--- src/rtl/router_pkg.sv ---
// router_pkg: frame type codes, field offsets, frame builders and FSM states for the token router
package router_pkg;
    localparam logic [2:0] T_ACK   = 3'b000;
    localparam logic [2:0] T_DATA  = 3'b001;
    localparam logic [2:0] T_NACK  = 3'b011;
    localparam logic [2:0] T_TOKEN = 3'b111;
    localparam int MAXW = 256;

    typedef enum logic [1:0] {S_IDLE, S_WAIT, S_PASS} state_e;

    function automatic int type_off(input int aw, input int pw);
        return 2*aw + pw;
    endfunction

    function automatic int dest_off(input int aw, input int pw);
        return aw + pw;
    endfunction

    function automatic int src_off(input int pw);
        return pw;
    endfunction

    function automatic logic [MAXW-1:0] mk_frame(input logic [2:0] t, input logic [MAXW-1:0] dest,
                                                 input logic [MAXW-1:0] src, input logic [MAXW-1:0] payload,
                                                 input int aw, input int pw);
        return (MAXW'(t) << type_off(aw, pw)) | (dest << dest_off(aw, pw)) | (src << src_off(pw)) | payload;
    endfunction

    function automatic logic [MAXW-1:0] mk_resp(input logic [2:0] t, input logic [MAXW-1:0] dest,
                                                input logic [MAXW-1:0] src, input int aw, input int pw);
        return mk_frame(t, dest, src, '0, aw, pw);
    endfunction

    function automatic logic [MAXW-1:0] mk_token(input int aw, input int pw);
        return mk_frame(T_TOKEN, '0, '0, '0, aw, pw);
    endfunction
endpackage

--- src/rtl/router_pkt_fifo.sv ---
// router_pkt_fifo: synchronous circular-buffer FIFO with occupancy count, full and empty flags
module router_pkt_fifo #(
    parameter int DEPTH = 4,
    parameter int W = 48
) (
    input  logic                    clk_i,
    input  logic                    rst_i,
    input  logic                    push_i,
    input  logic                    pop_i,
    input  logic [W-1:0]            din_i,
    output logic [W-1:0]            dout_o,
    output logic [$clog2(DEPTH):0]  count_o,
    output logic                    full_o,
    output logic                    empty_o
);
    localparam int PTW = $clog2(DEPTH);
    localparam int CW = PTW + 1;
    logic [W-1:0] mem_q [DEPTH];
    logic [PTW-1:0] wp_q, rp_q;
    logic [CW-1:0] cnt_q;
    logic do_push, do_pop;
    assign full_o = cnt_q == CW'(DEPTH);
    assign empty_o = cnt_q == '0;
    assign do_pop = pop_i && !empty_o;
    assign do_push = push_i && (!full_o || do_pop);
    assign dout_o = mem_q[rp_q];
    assign count_o = cnt_q;
    // storage write; contents need no reset since count gates visibility
    always_ff @(posedge clk_i)
        if (do_push) mem_q[wp_q] <= din_i;
    // pointers wrap naturally at the power-of-two depth
    always_ff @(posedge clk_i or posedge rst_i)
        if (rst_i) begin
            wp_q <= '0;
            rp_q <= '0;
            cnt_q <= '0;
        end else begin
            if (do_push) wp_q <= wp_q + 1'b1;
            if (do_pop) rp_q <= rp_q + 1'b1;
            cnt_q <= cnt_q + CW'(do_push) - CW'(do_pop);
        end
endmodule

--- src/rtl/token_router_core_p.sv ---
// token_router_core_p: token-ring node core with TX FIFO, delivery register and NACK/timeout retransmission
module token_router_core_p
    import router_pkg::*;
#(
    parameter int AW = 4,
    parameter int PW = 44,
    parameter logic [AW-1:0] OUR_ADDR = '0,
    parameter int DEPTH = 4,
    parameter int MAX_RETRY = 3,
    parameter int TIMEOUT = 255
) (
    input  logic                    Clk_R,
    input  logic                    Rst,
    input  logic [3+2*AW+PW-1:0]    RX_Data,
    input  logic                    RX_Data_Valid,
    output logic                    RX_Data_Ready,
    output logic [3+2*AW+PW-1:0]    TX_Data,
    output logic                    TX_Data_Valid,
    input  logic                    TX_Data_Ready,
    input  logic [AW+PW-1:0]        Packet_From_Node,
    input  logic                    Packet_From_Node_Valid,
    output logic                    Core_Load_Ack,
    output logic [AW+PW-1:0]        Packet_To_Node,
    output logic                    Packet_To_Node_Valid,
    input  logic                    Packet_To_Node_Ready,
    output logic                    Drop_Pulse,
    output logic [$clog2(DEPTH):0]  Fifo_Count
);
    localparam int FW = 3 + 2*AW + PW;
    localparam int DO = dest_off(AW, PW);
    localparam int SO = src_off(PW);
    localparam int TW = $clog2(TIMEOUT + 2);
    localparam int RW = $clog2(MAX_RETRY + 2);
    localparam logic [TW-1:0] TMO = TW'(TIMEOUT);
    localparam logic [RW-1:0] MAXR = RW'(MAX_RETRY);

    state_e state_q, state_d;
    logic [TW-1:0] tmr_q, tmr_d;
    logic [RW-1:0] att_q, att_d;
    logic [FW-1:0] tx_q, tx_d;
    logic tx_v_q, tx_v_d;
    logic [AW+PW-1:0] dlv_q, dlv_d;
    logic dlv_v_q, dlv_v_d;
    logic drop_q, drop_d;
    logic alive_q;
    logic pop, push, resp, nack, f_full, f_empty, tx_free, rx_acc, dlv_free;
    logic [AW+PW-1:0] hd;
    logic [2:0] rt;
    logic [AW-1:0] rd, rs;
    logic [FW-1:0] data_fr;

    assign rt = RX_Data[DO+AW +: 3];
    assign rd = RX_Data[DO +: AW];
    assign rs = RX_Data[SO +: AW];
    assign tx_free = !tx_v_q || TX_Data_Ready;
    assign dlv_free = !dlv_v_q || Packet_To_Node_Ready;
    assign RX_Data_Ready = alive_q && (state_q == S_IDLE || state_q == S_WAIT) && tx_free;
    assign rx_acc = RX_Data_Valid && RX_Data_Ready;
    assign Core_Load_Ack = alive_q && (!f_full || pop);
    assign push = Packet_From_Node_Valid && Core_Load_Ack;
    assign data_fr = FW'(mk_frame(T_DATA, MAXW'(hd[PW +: AW]), MAXW'(OUR_ADDR), MAXW'(hd[PW-1:0]), AW, PW));
    assign TX_Data = tx_q;
    assign TX_Data_Valid = tx_v_q;
    assign Packet_To_Node = dlv_q;
    assign Packet_To_Node_Valid = dlv_v_q;
    assign Drop_Pulse = drop_q;

    router_pkt_fifo #(.DEPTH(DEPTH), .W(AW+PW)) u_fifo (
        .clk_i(Clk_R), .rst_i(Rst), .push_i(push), .pop_i(pop), .din_i(Packet_From_Node),
        .dout_o(hd), .count_o(Fifo_Count), .full_o(f_full), .empty_o(f_empty)
    );

    // RX dispatch, response/timeout handling and token release
    always_comb begin
        state_d = state_q;
        att_d = att_q;
        tmr_d = (state_q == S_WAIT && !tx_v_q && tmr_q != TMO) ? tmr_q + 1'b1 : tmr_q;
        tx_d = tx_q;
        tx_v_d = tx_v_q && !TX_Data_Ready;
        dlv_d = dlv_q;
        dlv_v_d = dlv_v_q && !Packet_To_Node_Ready;
        pop = 1'b0;
        drop_d = 1'b0;
        resp = 1'b0;
        nack = 1'b0;
        if (rx_acc) begin
            tx_v_d = 1'b1;
            tx_d = RX_Data;
            if (rt == T_DATA && rd == OUR_ADDR) begin
                if (dlv_free) begin
                    dlv_v_d = 1'b1;
                    dlv_d = {rs, RX_Data[PW-1:0]};
                end
                tx_d = FW'(mk_resp(dlv_free ? T_ACK : T_NACK, MAXW'(rs), MAXW'(OUR_ADDR), AW, PW));
            end else if ((rt == T_ACK || rt == T_NACK) && rd == OUR_ADDR && state_q == S_WAIT) begin
                resp = 1'b1;
                nack = rt == T_NACK;
                tx_v_d = 1'b0;
            end else if (rt == T_TOKEN) begin
                if (!f_empty) begin
                    tx_d = data_fr;
                    state_d = S_WAIT;
                    att_d = '0;
                    tmr_d = '0;
                end
            end else if (rt != T_DATA && rt != T_ACK && rt != T_NACK) begin
                tx_d = FW'(mk_resp(T_NACK, MAXW'(rs), MAXW'(OUR_ADDR), AW, PW));
            end
        end else if (state_q == S_WAIT && tmr_q == TMO && tx_free) begin
            resp = 1'b1;
            nack = 1'b1;
        end
        if (resp) begin
            if (!nack) begin
                pop = 1'b1;
                state_d = S_PASS;
            end else if (att_q < MAXR) begin
                att_d = att_q + 1'b1;
                tx_v_d = 1'b1;
                tx_d = data_fr;
                tmr_d = '0;
            end else begin
                pop = 1'b1;
                drop_d = 1'b1;
                state_d = S_PASS;
            end
        end
        if (state_q == S_PASS && tx_free) begin
            tx_v_d = 1'b1;
            tx_d = FW'(mk_token(AW, PW));
            state_d = S_IDLE;
        end
    end

    // state, TX, delivery and pulse registers; reset discards everything in flight
    always_ff @(posedge Clk_R or posedge Rst)
        if (Rst) begin
            state_q <= S_IDLE;
            att_q <= '0;
            tmr_q <= '0;
            tx_q <= '0;
            tx_v_q <= 1'b0;
            dlv_q <= '0;
            dlv_v_q <= 1'b0;
            drop_q <= 1'b0;
            alive_q <= 1'b0;
        end else begin
            state_q <= state_d;
            att_q <= att_d;
            tmr_q <= tmr_d;
            tx_q <= tx_d;
            tx_v_q <= tx_v_d;
            dlv_q <= dlv_d;
            dlv_v_q <= dlv_v_d;
            drop_q <= drop_d;
            alive_q <= 1'b1;
        end
endmodule
--- config.mk ---
export PLATFORM = sky130hd
export DESIGN_NAME = token_router_core_p
export DESIGN_NICKNAME = d
export VERILOG_FILES = /design/src/rtl/router_pkg.sv /design/src/rtl/router_pkt_fifo.sv /design/src/rtl/token_router_core_p.sv
export SDC_FILE = /design/constraint.sdc
export NUM_CORES = 1
export LEC_CHECK = 0
export ABC_AREA = 1
export ABC_CLOCK_PERIOD_IN_PS = 4900
export BUFFER_PORTS_ARGS = -buffer_cell sky130_fd_sc_hd__buf_4
export CAP_MARGIN = 0
export CORE_MARGIN = 4
export CORE_UTILIZATION = 36
export DETAILED_ROUTE_END_ITERATION = 10
export PLACE_DENSITY = 0.65
export REMOVE_ABC_BUFFERS = 1
export SYNTH_ARGS = -nofsm -noshare
export SYNTH_HDL_FRONTEND = slang
export SYNTH_SLANG_ARGS = --single-unit
--- constraint.sdc ---
create_clock -name Clk_R -period 4.9 [get_ports Clk_R]
set_input_delay 0.98 -clock Clk_R [delete_from_list [all_inputs] [get_ports Clk_R]]
set_output_delay 0.98 -clock Clk_R [all_outputs]
set_load 0.005 [all_outputs]
==> results.txt <==
----------------------------------------------------
[STA]
  Final WS setup ... 1.17 ns
  Setup violations, final ... 0
  Transition time at the pin with the least slew margin ... 1.06 ns
  Total count of max-transition violations in the final report ... 0
  Max transition margin ... 29.6%
  Clock skew ... 0.0158 ns
  Part of the cycle the worst path needs ... 76.1%
  Endpoints failing hold ... 0
  Post-layout min period ... 3.73 ns
  Final setup TNS ... 0 ns
  RSZ-0062 raised after global routing ... no
  Maximum clock frequency ... 0.268 GHz

[Cells and area]
  Layout overhead on the synthesized area ... 25.8%
  Total area of multi-input combinational cells ... 3500 sq um
  Sequential standard cell area ... 8970 sq um
  NumNets Final ... 1509
  Design area ... 16400 sq um
  Fraction of final layout cells with drive strength greater than 1 ... 22.6%
  Fin util ... 46.0%
  Filler Cell Count ... 3318

[Worst setup path]
  Critical path class ... register to output port
  List of cells traversed by the critical path ... ha_1, inv_1, nor4_1, ha_1, nand3_1, nand2_1, inv_1, a21oi_1, nand2_1, a21oi_1, buf_4
  Startpoint type of the worst setup path ... register
  Family with the most delay on the worst path ... simple AND/OR/NAND/NOR gates
  Crit path required time ... 3.92 ns
  Worst path arrival time ... 2.75 ns
  Kind of end point of the critical path ... output port
  Delay of the slowest cell on the worst path ... 0.37 ns
  Count of buffer and inverter cells on the critical path ... 3
  Cell with the largest stage delay on the worst path ... dfrtp_1
  CP Max Fanout ... 4

[Yosys]
  Mapped Area ... 13000 sq um
  Top area cells in the synthesized netlist ... edfxtp_1 (44%), dfrtp_1 (25%), o21ai_0 (7.3%)
  Count of state elements after synthesis ... 320
  Main flop type after synthesis ... edfxtp_1
  Syn. warnings ... 0
  Mapped Cells ... 1184
  Most frequent cell after synthesis ... nand2_1
  Number of distinct standard cells referenced by the synthesized netlist ... 40
  Post-synthesis async set-or-reset flop share ... 40.0%
  Commonest cells in the netlist ... nand2_1 (228), edfxtp_1 (192), o21ai_0 (189)
  Syn Area/Cell ... 11.0 sq um
  Share of the synthesized area in the top cell type ... 44.3%
  Number of synthesized flops with an enable pin ... 192
  Synth area leader ... edfxtp_1
  Portion of the post-synthesis area used by sequential elements ... 68.9%

[Drt]
  Total Routed Length ... 34500 um
  WL/cell ... 18.4 um
  First-pass DRT Iterations ... 5
  Routed vias/inst ... 4.92
  Total via count in the routed design ... 9258
  Initial DRC Count ... 574
  Detailed-route DRC error count ... 0
  Final ANT Viol Nets ... 0

[Floorplanning]
  Row cnt ... 69
  Placeable core area ... 35600 sq um
  Die outline height ... 198 um
  Initial core utilization ... 36.6%
  I/O pin cnt ... 220
  DIE AREA ... 39200 sq um
  Die Width ... 198 um

[Job]
  Number of max-capacitance violations reported ... 0

[Power and ir drop]
  Maximum resistive drop on vdd ... 0.287 mV
  Power per Cell Area ... 532 nW/um^2
  Static Leakage ... 6.88 nW
  Total power ... 8.71 mW

[CTS]
  H-tree depth reported by CTS ... 2
  TritonCTS clock tree ... done
  Number of gates resized after cts ... 0
  Clock Tree Root ... clkbuf_16
  Clock edge transition at the registers on the reported setup and hold paths ... 0.05 ns
  Number of hold-repair buffers added at the cts stage ... 0
  Clock latency reported for the late side of the worst-skew pair ... 0.52 ns
  Total setup buffers inserted after CTS ... 0
  Clock tree sinks ... 320
  Buffers from clock root to sink, at most ... 3
  Number of clock buffers inserted by TritonCTS ... 36

[Place]
  Count of input and output buffers ... 219
  Cell area after placement ... 15100 sq um
  Post-placement setup slack ... 1.46 ns
  Routability congestion estimate ... 0.788
  Half-perimeter wire length after detailed placement ... 21500 um

[GRT]
  Largest net degree at the start of global routing ... 101
  Number of global-route vias before repair ... 9397
  GRT Residual Overflow ... 0
  Global-route wire length before repair ... 53600 um
  Overall routing resource usage ... 17.3%
  Antenna violations before repair ... 5

[Outcome]
  Result of the run ... finished, final reports clean

[Hold path]
  Worst hold-check path type ... register to register

----------------------------------------------------
-- state kept, by name, indices dropped and copies added, names as in the netlist, 2 cells and up --
name,cells
u_fifo.rp_q,2
tmr_q,9
u_fifo.count_o,3
state_q,2
TX_Data,55
u_fifo.wp_q,2
att_q,3
Packet_To_Node,48
u_fifo.mem_q,192
-- worst paths after layout --
path | cells past startpoint | startpoint | slack (ns) | endpoint
max | 11 | tmr_q[0] | 1.17 | Core_Load_Ack
max reg2reg | 16 | tmr_q[0] | 1.59 | u_fifo.count_o[2]
min in group asynchronous | 2 | Rst | 0.55 | Packet_To_Node[37]
min reg2reg | 2 | Packet_To_Node[40] | 0.48 | Packet_To_Node[40]
max in group asynchronous | 3 | Rst | 3.52 | TX_Data[17]
min | 2 | Packet_To_Node[40] | 0.48 | Packet_To_Node[40]
-- stage by stage --
stage | hold slack [ns] | cells
3_3_place_gp | 0.469 | 1813
5_1_grt | 0.510 | 1880
6_report | 0.484 | 1880
2_1_floorplan | 0.468 | 1118
4_1_cts | 0.489 | 1879
3_5_place_dp | 0.475 | 1813
-- kinds of logic after synthesis --
logic type      synth area share, %
compound gates                 11.9
xor+xnor                      0.606
fa+ha+maj                      1.02
simple gates                   12.8
flops                          68.9
buf+inv                        4.51
mux                           0.260
other cells                  0.0288
-- area by class of cell --
class                      instances  share of cell area, %
sequential                       320                   54.8
multi-input combinational        716                   21.4
timing repair buffer             234                   10.8
clock buffer                      48                   6.09
tap                              461                   3.52
inverter                          82                   1.93
clock inverter                    18                   1.40
antenna                            1                 0.0153
-- metal layers --
layer	track usage [%]	wire [um]	vias to the layer above
met1	23.4	15000	4469
met2	28.5	16600	239
met4	4.39	631	8
met3	4.19	2200	57
li1	-	-	4485
met5	0	61	-
-- cell usage in the layout, fill, tap and decap left out, types with 4 or more instances in the layout --
cell and n:
nand3_1 31, bufinv_16 5, edfxtp_1 192, nor2_4 7, inv_1 76, o21ai_1 7, buf_4 233, ha_1 9
o21ai_0 189, a21oi_1 34, xor2_1 6, nand4_1 4, clkinv_2 6, o22ai_1 47, clkbuf_1 8, dfrtp_1 126
inv_2 4, clkbuf_16 37, nand2_1 227, a32oi_1 4, nor2_1 121
-- worst register-to-register path, delay by kind of cell, from the launching register on --
family          cells  cell delay (ns)
flops               1             0.37
compound gates      1             0.17
simple gates        6             1.14
fa+ha+maj           4             1.02
buf+inv             4             0.34
xor+xnor            1             0.15
-- where the power goes --
part,switching (mW),internal [mW]
logic,1.34,0.882
clock network,1.06,1.70
registers,0.411,3.32
total,2.81,5.90
No activity file was read; power rests on OpenSTA's default activity.
